$ cat config.mk
export PLATFORM = sky130hd
export DESIGN_NAME = gpmc_sync_target
export DESIGN_NICKNAME = d
export VERILOG_FILES = /design/src/rtl/gpmc_pkg.sv /design/src/rtl/gpmc_sync_target.sv
export SDC_FILE = /design/constraint.sdc
export NUM_CORES = 1
export LEC_CHECK = 0
export ABC_AREA = 0
export CORE_ASPECT_RATIO = 1.1
export CORE_MARGIN = 2
export CORE_UTILIZATION = 46
export CTS_BUF_LIST = sky130_fd_sc_hd__clkbuf_4 sky130_fd_sc_hd__clkbuf_8 sky130_fd_sc_hd__clkbuf_16
export DETAILED_ROUTE_END_ITERATION = 8
export PLACE_DENSITY = 0.89
export SLEW_MARGIN = 10
export SYNTH_ARGS = -nofsm -noshare
export SYNTH_HDL_FRONTEND = slang
export SYNTH_SLANG_ARGS = --single-unit
$ cat constraint.sdc
create_clock -name gpmc_clk -period 2.2 [get_ports gpmc_clk]
set_input_delay 0.44 -clock gpmc_clk [delete_from_list [all_inputs] [get_ports gpmc_clk]]
set_output_delay 0.44 -clock gpmc_clk [all_outputs]
set_load 0.05 [all_outputs]
$ cat src/rtl/gpmc_pkg.sv
// Shared definitions for the synchronous GPMC target: FSM states, sampled
// control-strobe bundle, default read-error pattern and register-map word addresses.
package gpmc_pkg;

    typedef enum logic [2:0] {
        ST_IDLE    = 3'd0,
        ST_ADDR    = 3'd1,
        ST_RD_WAIT = 3'd2,
        ST_RD_HOLD = 3'd3,
        ST_DONE    = 3'd4
    } gpmc_state_e;

    // Active-low GPMC control strobes as sampled on one gpmc_clk edge.
    typedef struct packed {
        logic csn;
        logic advn;
        logic wen;
        logic oen;
    } gpmc_ctrl_t;

    localparam logic [15:0] RD_ERR_DATA_DEFAULT = 16'hBAD0;

    localparam logic [15:0] REG_ID_WADDR         = 16'h0000;
    localparam logic [15:0] REG_SCRATCH_WADDR    = 16'h0001;
    localparam logic [15:0] REG_HBLANK_WADDR     = 16'h000A;
    localparam logic [15:0] REG_PIXEL_FIFO_WADDR = 16'h0800;

    function automatic logic is_read_state(gpmc_state_e s);
        return (s == ST_RD_WAIT) || (s == ST_RD_HOLD);
    endfunction

endpackage

$ cat src/rtl/gpmc_sync_target.sv
// Synchronous muxed-AD GPMC responder: turns host bursts into single-word
// register-bus read/write strobes and drives read data back onto the AD pad.
module gpmc_sync_target
    import gpmc_pkg::*;
#(
    parameter int unsigned ADDR_W      = 16,
    parameter int unsigned RD_TIMEOUT  = 2,
    parameter logic [15:0] RD_ERR_DATA = RD_ERR_DATA_DEFAULT
) (
    input  logic              gpmc_clk,
    input  logic              glbl_reset,
    input  logic [15:0]       gpmc_ad_in,
    output logic [15:0]       gpmc_ad_out,
    output logic              gpmc_ad_oe,
    input  logic              gpmc_csn1,
    input  logic              gpmc_advn,
    input  logic              gpmc_wein,
    input  logic              gpmc_oen,
    output logic [ADDR_W-1:0] bus_addr,
    output logic              bus_wr_en,
    output logic [15:0]       bus_wr_data,
    output logic              bus_rd_en,
    input  logic [15:0]       bus_rd_data,
    input  logic              bus_rd_valid,
    output logic              rd_timeout_err
);

    localparam int unsigned      CNT_W    = (RD_TIMEOUT > 1) ? $clog2(RD_TIMEOUT) : 1;
    localparam logic [CNT_W-1:0] CNT_LAST = CNT_W'(RD_TIMEOUT - 1);

    gpmc_ctrl_t ctrl;

    gpmc_state_e       state_q,     state_d;
    logic [ADDR_W-1:0] addr_q,      addr_d;
    logic [15:0]       wr_data_q,   wr_data_d;
    logic              wr_en_q,     wr_en_d;
    logic              rd_en_q,     rd_en_d;
    logic [15:0]       ad_out_q,    ad_out_d;
    logic              ad_oe_q,     ad_oe_d;
    logic              tmo_err_q,   tmo_err_d;
    logic [CNT_W-1:0]  cnt_q,       cnt_d;

    assign ctrl = '{csn: gpmc_csn1, advn: gpmc_advn, wen: gpmc_wein, oen: gpmc_oen};

    always_comb begin
        // NOTE: every always_comb target gets a default first so no path can infer a latch.
        state_d   = state_q;
        addr_d    = addr_q;
        wr_data_d = wr_data_q;
        wr_en_d   = 1'b0;
        rd_en_d   = 1'b0;
        ad_out_d  = ad_out_q;
        tmo_err_d = 1'b0;
        cnt_d     = cnt_q;

        case (state_q)
            ST_IDLE: begin
                if (!ctrl.csn && !ctrl.advn) begin
                    addr_d  = gpmc_ad_in[ADDR_W-1:0];
                    state_d = ST_ADDR;
                end
            end

            ST_ADDR: begin
                if (ctrl.csn) begin
                    state_d = ST_IDLE;
                end else if (!ctrl.advn) begin
                    addr_d = gpmc_ad_in[ADDR_W-1:0];
                end else if (!ctrl.wen) begin
                    // Write wins over a simultaneous OE.
                    wr_data_d = gpmc_ad_in;
                    wr_en_d   = 1'b1;
                    state_d   = ST_DONE;
                end else if (!ctrl.oen) begin
                    rd_en_d = 1'b1;
                    cnt_d   = '0;
                    state_d = ST_RD_WAIT;
                end
            end

            ST_RD_WAIT: begin
                if (ctrl.csn) begin
                    state_d = ST_IDLE;
                end else if (bus_rd_valid) begin
                    ad_out_d = bus_rd_data;
                    state_d  = ST_RD_HOLD;
                end else if (cnt_q == CNT_LAST) begin
                    ad_out_d  = RD_ERR_DATA;
                    tmo_err_d = 1'b1;
                    state_d   = ST_RD_HOLD;
                end else begin
                    cnt_d = cnt_q + CNT_W'(1);
                end
            end

            ST_RD_HOLD: begin
                // Any bus_rd_valid seen here is a late response and is ignored.
                if (ctrl.csn) begin
                    state_d = ST_IDLE;
                end else if (ctrl.oen) begin
                    state_d = ST_DONE;
                end
            end

            ST_DONE: begin
                if (ctrl.csn) begin
                    state_d = ST_IDLE;
                end else if (!ctrl.advn) begin
                    addr_d  = gpmc_ad_in[ADDR_W-1:0];
                    state_d = ST_ADDR;
                end
            end

            default: state_d = ST_IDLE;
        endcase

        ad_oe_d = !ctrl.oen && !ctrl.csn && ctrl.wen && is_read_state(state_d);
    end

    always_ff @(posedge gpmc_clk) begin
        // NOTE: sequential state uses non-blocking assignments so every flop samples pre-edge values.
        if (glbl_reset) begin
            state_q   <= ST_IDLE;
            addr_q    <= '0;
            wr_data_q <= '0;
            wr_en_q   <= 1'b0;
            rd_en_q   <= 1'b0;
            ad_out_q  <= '0;
            ad_oe_q   <= 1'b0;
            tmo_err_q <= 1'b0;
            cnt_q     <= '0;
        end else begin
            state_q   <= state_d;
            addr_q    <= addr_d;
            wr_data_q <= wr_data_d;
            wr_en_q   <= wr_en_d;
            rd_en_q   <= rd_en_d;
            ad_out_q  <= ad_out_d;
            ad_oe_q   <= ad_oe_d;
            tmo_err_q <= tmo_err_d;
            cnt_q     <= cnt_d;
        end
    end

    assign gpmc_ad_out    = ad_out_q;
    assign gpmc_ad_oe     = ad_oe_q;
    assign bus_addr       = addr_q;
    assign bus_wr_en      = wr_en_q;
    assign bus_wr_data    = wr_data_q;
    assign bus_rd_en      = rd_en_q;
    assign rd_timeout_err = tmo_err_q;

endmodule

==> results.md, run 1 <==
* Slew Limit Headroom at 0.618
* First-pass GRT wire length at 9940 microns
* Yosys Warn Count at 0
* # nets final at 373
* DRT Wirelength at 6120 microns
* Reg clk slew, reported paths at 0.09 ns
* CTS Buf Count at 5
* Area grow syn2layout at 49.2%
* Crit start category: register
* Gate Count Post-Synth at 243
* Post-DP HPWL at 4420 microns
* Post-route ant nets at 0
* Syn avg cell area at 9.10 sq um
* Hold Violations, Final at 0
* Post-CTS Setup Bufs at 0
* Kind of cell adding the most delay to the critical path: buffers and inverters
* Ordered cell list for the critical path: clkdlybuf4s50_1
* Die Area at 5380 sq um
* Post-CTS Hold Fix Bufs at 0
* Die Span X at 70.1 microns
* Post-layout util at 0.709
* Final setup vio count at 0
* Worst hold stages at 2
* Number of remaining DRC errors at 0
* Flops & latches, synth at 56
* Worst r2r src: state_q[1]$_SDFF_PP0_
* GR Overflow Total at 0
* Row count at 26
* Max-cap viol count at 0
* Worst hold path startpoint: bus_addr[14]$_SDFFE_PP0P_
* CP Data Required Time at 1.76 ns
* RSZ-0062 raised after global routing: no
* Setup crit start: bus_addr[12]$_SDFFE_PP0P_
* Post-synth top area share at 0.507
* Root Driver: clkbuf_8
* Max clock buf depth at 2
* Final clock skew at 0.0139 ns
* CP Max Fanout at 2
* Core area at 4650 sq um
* Most frequent cells in the layout: clkdlybuf4s50_1, dfxtp_1, a21oi_1, nand2_1, nand3_1
* GP Congestion at 0.868
* Worst IR Drop VDD at 0.000356 V
* Synth area leader: dfxtp_1
* Status: finished, final reports clean
* Share of layout cells above drive strength 1 at 0.119
* Diodes inserted at 0
* Number of I/O pins at 91
* Initial antenna violation count at 0
* Most common cell after layout, fill and taps aside: clkdlybuf4s50_1
* WHS Endpoint: bus_addr[14]$_SDFFE_PP0P_
* Reg2reg path depth at 3
* DR iter-0 viols at 130
* Fmax at 520 MHz
* RR Endpoint: gpmc_ad_out[9]$_SDFFE_PP0P_
* Wirelength per Cell at 15.7 microns
* CP max stage delay at 0.81 ns
* IO Port Bufs at 90
* Final Critical Period at 1.92 ns
* Hold Crit Class: register to register
* Crit path kind: register to primary output
* Skew-Pair Late Insertion Delay at 0.31 ns
* Netlist cell types at 36
* Overall global routing resource usage at 0.230
* Die H at 76.7 microns
* Ranking of synthesized cells by area: dfxtp_1, a21oi_1, nand3_1, nand2_1, o21ai_0
* Pin count of the biggest net entering global routing at 20
* CP arrival at 1.48 ns
* Final worst path period share at 0.875
* Worst slew pin tran at 0.572 ns
* TritonRoute pass-1 iters at 4
* Sequential area share after synthesis at 0.507
* LEAKAGE at 1.15 nW
* Post-CTS Resized at 0
* Setup TNS at 0 ns
* CP bufs+invs at 1
* P per Cell Area at 601 nW/um^2
* Vias in the first global route at 2079
* Critical-path top delay cell: clkdlybuf4s50_1
* Routed vias/inst at 5.56
* Via Count at 2173
* Mapped cell area at 2210 sq um
* Number of clock sinks at 56
* Slew Limit Fails at 0
* CP endpoint kind: primary output
* TritonCTS clock tree: done
* Syn Nets at 282
* H-Tree Depth at 2
* Setup slack, reg-to-reg at 0.40 ns
* Initial Util at 0.475
how the worst max path moves through the flow:
stage | endpoint | cells after the start
finish | bus_addr[12] | 1
detailed placement | state_q[2]$_SDFF_PP0_ | 4
floorplan | gpmc_ad_out[11]$_SDFFE_PP0P_ | 5
CTS | gpmc_ad_out[4] | 1
global route | bus_addr[12] | 1
global placement | state_q[2]$_SDFF_PP0_ | 4
per-stage QoR:
stage	hold WS, ns	power, mW	area (sq um)	instances	worst slack (ns)
finish	0.462	1.98	3300	391	0.276
detailed placement	0.449	1.34	3190	383	0.143
floorplan	0.475	1.20	2210	243	0.582
CTS	0.460	1.99	3300	391	0.273
global placement	0.442	1.34	3190	383	0.191
global route	0.481	2.06	3300	391	0.236
where the power goes:
part	switching [mW]	leakage, nW	internal (mW)
Combinational	0.152	0.644	0.124
Sequential	0.0144	0.453	1.03
Clock	0.323	0.0541	0.337
Total	0.489	1.15	1.49
cell families (layout without fill, tap and decap cells):
group / after synthesis / in the layout / share of synthesized area
AO/OA/AOI/OAI: 84 / 84 / 0.237
flip-flops: 56 / 56 / 0.507
buffers and inverters: 23 / 115 / 0.0589
AND/OR/NAND/NOR: 80 / 80 / 0.197
metal layers:
| layer | GRT usage | up-vias | share of wire |
|---|---|---|---|
| li1 | - | 1053 | - |
| met4 | 0.106 | 0 | 0.034 |
| met2 | 0.384 | 100 | 0.49 |
| met3 | 0.0631 | 16 | 0.068 |
| met5 | 0 | - | 0 |
| met1 | 0.274 | 1004 | 0.41 |
sequential cells by signal (all words and copies together), names as in the netlist:
name and count:
gpmc_ad_oe 1, cnt_q 1, state_q 3, rd_timeout_err 1, bus_addr 16, gpmc_ad_out 16
bus_rd_en 1, bus_wr_en 1, bus_wr_data 16
Yosys cell counts:
cell type and count:
a31oi_1 1, dfxtp_1 56, dlygate4sd1_1 1, or3b_1 1
buf_6 3, nand2_4 1, or4b_4 1, a21boi_0 1
o221a_2 8, inv_1 2, or2_2 1, nor3_1 1
or3_1 1, a211oi_1 1, nand2_1 34, nor2_8 1
nand4bb_1 1, nor2b_1 1, or4bb_2 1, o21ai_0 25
nor4b_1 2, o211a_1 1, a2111oi_0 1, nor4bb_1 1
clkbuf_8 1, o311a_1 1, a211o_2 1, a2111o_1 1
buf_2 5, a21oi_1 42, nor4b_4 1, a2111oi_4 1
nand3_1 26, clkbuf_1 11, and3_1 1, nor2_1 5
area by class of cell:
type / instances / area (sq um)
timing repair buffer: 105 / 1010
tap: 56 / 70.1
inverter: 2 / 7.51
clock buffer: 5 / 68.8
multi-input combinational: 164 / 975
clock inverter: 3 / 42.5
sequential: 56 / 1120
fill: 362 / 1350
Note: power is estimated with default switching activity, not from simulation.
==> run 2, diff against run 1 <==
--- a/config.mk
+++ b/config.mk
@@ -6,6 +6,7 @@
 export NUM_CORES = 1
 export LEC_CHECK = 0
 export ABC_AREA = 0
+export CAP_MARGIN = 5
 export CORE_ASPECT_RATIO = 1.1
 export CORE_MARGIN = 2
 export CORE_UTILIZATION = 46
==> results of run 2 <==
Same layout as run 1: the final DEF is identical, and so are final timing and power.
==> patch (flow settings as in run 1) <==
Encoding of `gpmc_state_e`: now one-hot (5 bits for 5 states).
--- a/src/rtl/gpmc_pkg.sv
+++ b/src/rtl/gpmc_pkg.sv
@@ -3,10 +3,10 @@
 package gpmc_pkg;
 
-    typedef enum logic [2:0] {
-        ST_IDLE    = 3'd0,
-        ST_ADDR    = 3'd1,
-        ST_RD_WAIT = 3'd2,
-        ST_RD_HOLD = 3'd3,
-        ST_DONE    = 3'd4
+    typedef enum logic [4:0] {
+        ST_IDLE    = 5'b00001,
+        ST_ADDR    = 5'b00010,
+        ST_RD_WAIT = 5'b00100,
+        ST_RD_HOLD = 5'b01000,
+        ST_DONE    = 5'b10000
     } gpmc_state_e;
 
Check against the original RTL: same outputs for any inputs over 4 cycles, from zero or initial values and one cycle with glbl_reset high; so few cycles prove little.
==> patch against run 1 <==
- fmax down 0.86%
- power up 24%
- synthesized area up 5.8%
- worst setup slack worse by 0.017 ns
- sequential cell count up 2
- non-clock buffer count down 6
- sequential share of layout area down 0.57 points
- cell area up 5.3%
- routed wire length down 9.0%
- critical endpoint is now bus_wr_data[9]
- largest power group is now the clock network
==> patch: results <==
[outcome]
result_of_the_run = completed

[route]
drt-total-wl_microns = 5570
wl_on_met1_microns = 2450
route.met2.wl_microns = 2545
via_per_inst = 5.240
drt-initial-drc-count = 158
detailroute.wirelength.met3_microns = 466

[worst_setup_path]
critPathArrivalTime_ns = 1.50
setup.worst_path.start = bus_wr_data[9]$_SDFFE_PP0P_

[grt]
grtUsageMet3_pct = 7.107
groute.usage.overall_pct = 20.99
grt_first_pass_wirelength_microns = 9328
grt_pass1_vias = 2114
grtUsageMet2_pct = 32.87
groute.layer.met1.usage_pct = 25.16
pin_count_of_the_biggest_net_entering_global_routing = 41

[synthesis]
sequential_fraction_of_the_synthesis_area_pct = 49.63
synth.area.top_cells = sky130_fd_sc_hd__dfxtp_1 (50%), sky130_fd_sc_hd__mux2i_1 (6.8%), sky130_fd_sc_hd__nand2_1 (6.4%), sky130_fd_sc_hd__a21oi_1 (6.0%), sky130_fd_sc_hd__nor2_1 (5.0%)
synthTopCellsByCount = sky130_fd_sc_hd__dfxtp_1 (58), sky130_fd_sc_hd__nand2_1 (40), sky130_fd_sc_hd__nor2_1 (31), sky130_fd_sc_hd__a21oi_1 (28), sky130_fd_sc_hd__mux2i_1 (16)
number_of_distinct_library_cells_after_synthesis = 35
synth_fp_nets = 304
synthesis.instances = 265

[power_and_ir_drop]
p_sw_share_pct = 24.26
power.leakage_nw = 1.336

[cts]
clock_tree.htree_level_count = 3
worstSkewPairLatency_ns = 0.33
cts_made_buffers = 9
cts.reportedPaths.clkPinSlew_ns = 0.07

[place]
placed_cells_incl_taps = 401
dp_worst_setup_slack_ns = 0.1284
globalplace.congestion = 0.7717

[final_layout]
layout-drive-gt1-share_pct = 9.192
fillCellCount = 393
finalNetCount = 393

[sta]
max_freq_mhz = 515.2
tightestPinTransition_ns = 0.5271
clock_skew_ns = 0.009429
finalHoldWorstSlack_ns = 0.4565

[worst_hold_path]
holdCritStartpoint = glbl_reset
worst_hold_path.endpoint = gpmc_ad_out[0]$_SDFFE_PP0P_
-- patch: power by group through the flow --
stage	Sequential [mW]	Combinational [mW]	Clock, mW
after global routing	1.09	0.296	1.17
final	1.09	0.275	1.10
after global placement	1.11	0.271	0
after floorplan	1.16	0.102	0
after CTS	1.09	0.276	1.12
after detailed placement	1.11	0.275	0
-- patch: cell families (layout without fill, tap and decap cells) --
| family | Yosys count | in the layout | synth area share (%) |
|---|---|---|---|
| muxes | 16 | 16 | 6.845 |
| buffers and inverters | 23 | 117 | 5.775 |
| DFF | 58 | 58 | 49.63 |
| xor gates and xnor gates | 3 | 3 | 1.123 |
| AOI/OAI and AO/OA | 39 | 39 | 9.465 |
| and+or+nand+nor | 126 | 126 | 27.17 |
-- patch: area by class of cell --
cell class	count	area, sq um	share of cell area, %
inverter	2	7.507	0.2161
tap	58	72.57	2.089
multi-input combinational	184	1044	30.03
clock inverter	6	88.84	2.557
timing repair buffer	99	963.4	27.73
clock buffer	10	137.6	3.961
sequential	58	1161	33.42
